**src/rtl/boot_mode_ctrl.sv**
```systemverilog
// Boot-mode controller: debounced start button switches between CPU run mode and
// UART programming mode, routes programmer writes to imem/dmem and counts them.
module boot_mode_ctrl #(
  parameter int DEBOUNCE_CYCLES = 16,
  parameter int HOLD_CYCLES     = 8
) (
  input  logic        fpga_clk,
  input  logic        fpga_rst_n,
  input  logic        start,
  input  logic        upg_wen_i,
  input  logic [14:0] upg_addr_i,
  input  logic        upg_done_i,
  output logic        upg_rst_o,
  output logic        cpu_rst_o,
  output logic        imem_wen_o,
  output logic        dmem_wen_o,
  output logic [1:0]  mode_o,
  output logic [15:0] prog_words_o
);

  localparam int DEB_W  = $clog2(DEBOUNCE_CYCLES + 1);
  localparam int HOLD_W = $clog2(HOLD_CYCLES + 1);

  typedef enum logic [1:0] {
    RUN  = 2'b00,
    PROG = 2'b01,
    DONE = 2'b10
  } state_e;

  logic              s1_q, s2_q;
  logic              deb_q, deb_d;
  logic              deb_prev_q;
  logic [DEB_W-1:0]  deb_cnt_q, deb_cnt_d;
  logic [HOLD_W-1:0] hold_cnt_q, hold_cnt_d;
  state_e            state_q, state_d;
  logic              upg_rst_q, upg_rst_d;
  logic              cpu_rst_q, cpu_rst_d;
  logic [15:0]       prog_words_q, prog_words_d;
  logic              start_pulse;
  logic              in_prog;
  logic              wr_any;
  logic              unused_addr;

  assign unused_addr = ^upg_addr_i[13:0];

  // The counter only runs while the synchronised level disagrees with deb.
  always_comb begin
    deb_d     = deb_q;
    deb_cnt_d = '0;
    if (s2_q != deb_q) begin
      if (deb_cnt_q == DEB_W'(DEBOUNCE_CYCLES - 1)) begin
        deb_d = s2_q;
      end else begin
        deb_cnt_d = deb_cnt_q + 1'b1;
      end
    end
  end

  assign start_pulse = deb_q & ~deb_prev_q;

  // Gating with reset keeps an aborted session from issuing one last write.
  assign in_prog    = (state_q == PROG) & fpga_rst_n;
  assign imem_wen_o = upg_wen_i & ~upg_addr_i[14] & in_prog;
  assign dmem_wen_o = upg_wen_i &  upg_addr_i[14] & in_prog;
  assign wr_any     = imem_wen_o | dmem_wen_o;

  always_comb begin
    state_d      = state_q;
    hold_cnt_d   = hold_cnt_q;
    prog_words_d = prog_words_q;
    case (state_q)
      RUN: begin
        if (start_pulse) begin
          state_d      = PROG;
          prog_words_d = '0;
        end
      end
      PROG: begin
        if (wr_any && (prog_words_q != 16'hFFFF)) begin
          prog_words_d = prog_words_q + 16'd1;
        end
        if (upg_done_i) begin
          state_d    = DONE;
          hold_cnt_d = '0;
        end
      end
      DONE: begin
        if (hold_cnt_q == HOLD_W'(HOLD_CYCLES - 1)) begin
          state_d    = RUN;
          hold_cnt_d = '0;
        end else begin
          hold_cnt_d = hold_cnt_q + 1'b1;
        end
      end
      default: state_d = RUN;
    endcase
    upg_rst_d = (state_d == RUN);
    cpu_rst_d = (state_d != RUN);
  end

  always_ff @(posedge fpga_clk) begin
    if (!fpga_rst_n) begin
      s1_q         <= 1'b0;
      s2_q         <= 1'b0;
      deb_q        <= 1'b0;
      deb_prev_q   <= 1'b0;
      deb_cnt_q    <= '0;
      hold_cnt_q   <= '0;
      state_q      <= RUN;
      upg_rst_q    <= 1'b1;
      cpu_rst_q    <= 1'b0;
      prog_words_q <= '0;
    end else begin
      s1_q         <= start;
      s2_q         <= s1_q;
      deb_q        <= deb_d;
      deb_prev_q   <= deb_q;
      deb_cnt_q    <= deb_cnt_d;
      hold_cnt_q   <= hold_cnt_d;
      state_q      <= state_d;
      upg_rst_q    <= upg_rst_d;
      cpu_rst_q    <= cpu_rst_d;
      prog_words_q <= prog_words_d;
    end
  end

  assign mode_o       = state_q;
  assign prog_words_o = prog_words_q;
  assign upg_rst_o    = upg_rst_q | ~fpga_rst_n;
  assign cpu_rst_o    = cpu_rst_q | ~fpga_rst_n;

endmodule

```
**config.mk**
```make
export PLATFORM = sky130hd
export DESIGN_NAME = boot_mode_ctrl
export DESIGN_NICKNAME = d
export VERILOG_FILES = /design/src/rtl/boot_mode_ctrl.sv
export SDC_FILE = /design/constraint.sdc
export NUM_CORES = 1
export LEC_CHECK = 0
export ABC_AREA = 1
export BUFFER_PORTS_ARGS = -buffer_cell sky130_fd_sc_hd__clkbuf_2
export CAP_MARGIN = 20
export CORE_MARGIN = 2
export CORE_UTILIZATION = 56
export CTS_CLUSTER_SIZE = 25
export DETAILED_ROUTE_END_ITERATION = 6
export PLACE_DENSITY = 0.83
export REMOVE_ABC_BUFFERS = 1
export SLEW_MARGIN = 20
export SYNTH_ARGS = -nofsm -noshare
export SYNTH_HDL_FRONTEND = slang
export SYNTH_SLANG_ARGS = --single-unit
```
**constraint.sdc**
```tcl
create_clock -name fpga_clk -period 2.5 [get_ports fpga_clk]
set_input_delay 0.75 -clock fpga_clk [delete_from_list [all_inputs] [get_ports fpga_clk]]
set_output_delay 0.75 -clock fpga_clk [all_outputs]
set_load 0.005 [all_outputs]
```
# After elaboration in Yosys (flattened, before gate mapping)

Cells that the tools add are included.

Add/subtract/negate cells: 3
Bitwise operators: 13
Mux-type cells: 10
Equality and inequality tests: 9
Reductions and logical operators: 10

Operators by type and width:

| operator                                               | number |
|---|---|
| 2-to-1 mux 16 bit                                      | 2 |
| one-hot mux 16 bit (2 select lines)                    | 1 |
| adder 16 x 1 -> 16 bit (second input constant)         | 1 |
| inequality test 16 bit (second input constant)         | 1 |
| 2-to-1 mux 4 bit                                       | 2 |
| one-hot mux 4 bit (2 select lines)                     | 1 |
| bitwise AND 1 bit                                      | 6 |
| 2-to-1 mux 2 bit                                       | 3 |
| one-hot mux 2 bit (3 select lines)                     | 1 |
| nonzero test 2 bit                                     | 3 |
| adder 5 x 1 -> 5 bit (second input constant)           | 1 |
| == test 5 x 4 -> 1 bit (second input constant)         | 1 |
| adder 4 x 1 -> 4 bit (second input constant)           | 1 |
| == test 4 x 3 -> 1 bit (second input constant)         | 1 |
| logical NOT 2 bit                                      | 2 |
| inequality test 2 bit (second input constant)          | 2 |
| inverter 1 bit                                         | 4 |
| AND reduction 2 bit                                    | 2 |
| OR 1 bit                                               | 3 |
| AND reduction 3 bit                                    | 1 |
| OR reduction 3 bit                                     | 1 |
| == test 2 x 1 -> 1 bit (second input constant)         | 1 |
| == test 2 bit (second input constant)                  | 1 |
| inequality test 2 x 1 -> 1 bit (second input constant) | 1 |
| 2 further kinds                                        | 2 |

Word-level logic and storage cells: 55
Flip-flop bits (word level): 33
Input port bits: 20
Output and inout port bits: 22

# Logic depth before layout (Yosys ltp)

Depth after elaboration: 7
Gate-level depth with buffers: 10
Depth with buffers taken out: 10

# Worst setup path before layout

OpenSTA, ideal clock, no wires.

Path type: input to output
Start point: input fpga_rst_n
End point: output imem_wen_o
Required time: 1750 ps
Arrival: 1150 ps
Buffers on the path: 0
Cell stages on the path: 4
Path slack: 600 ps
Path through: nand2_1 nor2_2 inv_1 nor2_1

Longest elaborated chain between the ends: 2

RTL lines:

| element           | RTL line | source |
|---|---|---|
| start, declared   | 8        | `input logic fpga_rst_n,` |
| bitwise AND 1 bit | 62       | `assign in_prog = (state_q == PROG) & fpga_rst_n;` |
| bitwise AND 1 bit | 63       | `assign imem_wen_o = upg_wen_i & ~upg_addr_i[14] & in_prog;` |
| end, declared     | 15       | `output logic imem_wen_o,` |

Every way passes these cells.

# Worst setup path after layout

Start point: register state_q[0] (netlist: mode_o[0])
End point: output imem_wen_o

Longest elaborated chain between the ends: 3

RTL lines:

| element                | RTL line | source |
|---|---|---|
| start, declared        | 35       | `state_e state_q, state_d;` |
| start signal, assigned | 120      | `state_q <= state_d;` |
| == test 2 x 1 -> 1 bit | 62       |  |
| bitwise AND 1 bit      | 62       |  |
| bitwise AND 1 bit      | 63       |  |

Every way passes these cells.

==> impl_metrics.env <==
export IMPL_n_antenna_cell=0
export IMPL_fillers=248
export IMPL_drv_slew=0
export IMPL_irDropWorstVdd_mv=0.4250
export IMPL_cp_arrival_ns=1.54
export IMPL_grt_pass1_wl_um=5858
export IMPL_cts_sinks=33
export IMPL_powerDensity_nw_per_um2=463.3
export IMPL_avgRoutedWirePerCell_um=11.46
export IMPL_min_path_type="register to register"
export IMPL_power_leakage_uw=0.0008341
export IMPL_port_buffers=27
export IMPL_grt_pass1_vias=1401
export IMPL_cts_tree="built"
export IMPL_gp_congestion=0.8494
export IMPL_dp_hpwl_um=2589
export IMPL_synth_cell_types=31
export IMPL_drtPass1Iterations=4
export IMPL_yosysMostFrequentCell="nand2_1"
export IMPL_synth_common_cells="nand2_1, nor2_1, dfxtp_1"
export IMPL_cts_hold_buffers=0
export IMPL_route_detailed_drc=0
export IMPL_die_area_um2=3493
export IMPL_setup_viol=0
export IMPL_clkLatencyLatePin_ns=0.34
export IMPL_worst_slew_pin_slew_ns=0.4414
export IMPL_overflow=0
export IMPL_grt_use_total_pct=22.56
export IMPL_area_delta_synth_final_pct=14.35
export IMPL_ys_flop_type="dfxtp_1"
export IMPL_yosysTopAreaCellShare_pct=38.85
export IMPL_die_x_um=59.11
export IMPL_drtIter0Drc=60
export IMPL_fp_dieH_um=59.11
export IMPL_synth_area_um2=1700
export IMPL_synth_ff_latch_count=33
export IMPL_rr_startpoint="prog_words_o[1]"
export IMPL_vias_per_cell=5.266
export IMPL_start_util_pct=60.11
export IMPL_min_from="s1_q"
export IMPL_final_nets=304
export IMPL_fmax_ghz=0.4363
export IMPL_via_count=1643
export IMPL_max_cap_violations=0
export IMPL_fin_crit_sh_pct=91.68
export IMPL_htreeDepth=2
export IMPL_timing_slew_headroom_pct=70.46
export IMPL_synth_area_leaders="dfxtp_1, nand2_1, nor2_1"
export IMPL_clockRootBuffer="clkbuf_4"
export IMPL_rsz0062_at_grt="false"
export IMPL_numCtsBuffers=5
export IMPL_place_inst=304
export IMPL_routed_wl_um=3574
export IMPL_io_pin_count=42
export IMPL_criticalPathCategory="register to output port"
export IMPL_post_cts_buffers=0
export IMPL_max_clock_path_buffers=2
export IMPL_crit_path_start="mode_o[0]"
export IMPL_synth_edf_count=0
export IMPL_num_rows=19
export IMPL_drive_gt1_share_pct=19.22
export IMPL_period_minus_slack_ns=2.292
export IMPL_cp_end_kind="output port"
export IMPL_antenna_found_initial=0
export IMPL_grt_max_degree=17
export IMPL_path_clk_slew_ns=0.10
export IMPL_ys_warn_count=0
export IMPL_coreArea_um2=2829
export IMPL_cts_resized_gates=0
export IMPL_status="completed"
export IMPL_critical_path_required_ns=1.75
export IMPL_hold_ws_ns=0.4256
export IMPL_drtAntennaViolNets=0
export IMPL_setup_tns_ns=0
export IMPL_ff2ff_setup_slack_ns=0.46
export IMPL_synth_top_area_cell="dfxtp_1"
export IMPL_instances_no_fill=312
export IMPL_worstPathMaxFanout=4
export IMPL_syn_inst=247
export IMPL_ys_seq_area_share_pct=38.85
export IMPL_start_kind="register"
export IMPL_syn_avg_cell_area_um2=6.884
export IMPL_async_flop_share_pct=0
export IMPL_fin_skew_ns=0.01033
export IMPL_hold_viol=0
## critical path, stage by stage (launching register included)
cell	delay, ns
dfxtp_1	0.38
inv_2	0.06
nor2_2	0.15
nand2_1	0.14
nor2_2	0.17
inv_1	0.09
nor2_1	0.09
clkbuf_2	0.12
## stage by stage
stage	total power [uW]	util, %	instance area [um^2]	setup WS (ns)
after detailed placement	563.6	66.25	1874	0.2628
after floorplan	549.2	-	1670	0.6003
final	900.9	68.73	1944	0.2081
after CTS	907.1	68.73	1944	0.2025
after global placement	562.9	66.25	1874	0.2593
after global routing	935.1	68.73	1944	0.07156
## flip-flops by register name, indices dropped and copies added (netlist names)
register and flops:
cpu_rst_q 1, deb_cnt_q 5, deb_prev_q 1, deb_q 1, hold_cnt_q 4, mode_o 2
prog_words_o 16, s1_q 1, s2_q 1, upg_rst_q 1
## cells in the final DEF, fill, tap and decap left out, drive strengths merged, types with 3 or more instances in the layout
master / netlist / routed
nand3: 18 / 18
nand4: 5 / 5
o21ai: 10 / 10
a21oi: 21 / 21
buf: 2 / 4
nor3: 4 / 4
inv: 30 / 30
xor2: 3 / 3
clkbuf: 3 / 34
ha: 4 / 4
nand2: 60 / 60
dfxtp: 33 / 33
nor2: 43 / 43
## report_power, final
group	internal [uW]	leakage (uW)	switching, uW	total (uW)
clock	163	0.0000413	186	349
sequential	527	0.000266	1.08	528
combinational	8.53	0.000527	14.6	23.1
## path summary, 6_finish.rpt
check                     endpoint  cells after the start
setup / recovery        imem_wen_o                      7
hold / removal                s2_q                      2
setup reg to reg  prog_words_o[11]                     10
hold reg to reg               s2_q                      2
## routing by layer
metal | wire length (um) | global-route usage [%] | vias up | share of wire, %
met5 | 0 | 0 | - | 0
met4 | 57 | 9.091 | 0 | 1.6
met3 | 157 | 5.895 | 5 | 4.4
met2 | 1711 | 38.10 | 36 | 48
met1 | 1647 | 27.22 | 741 | 46
li1 | - | - | 861 | -
## cells by family after synthesis
kind of cell             count (synthesis)  synth area share [%]
flip-flops                              33                 38.85
AO/OA/AOI/OAI                           36                 12.07
XOR/XNOR                                 4                 2.061
buffers and inverters                   35                 8.389
AND/OR/NAND/NOR                        135                 35.69
adder cells (fa/ha/maj)                  4                 2.943
## area by class of cell
class	count	area, um^2	area share [%]
multi-input combinational	179	897.1	46.14
sequential	33	660.6	33.98
timing repair buffer	31	165.2	8.494
inverter	30	112.6	5.792
clock buffer	7	65.06	3.346
tap	31	38.79	1.995
clock inverter	1	5.005	0.2574
Power figures use the tool's default switching activity.
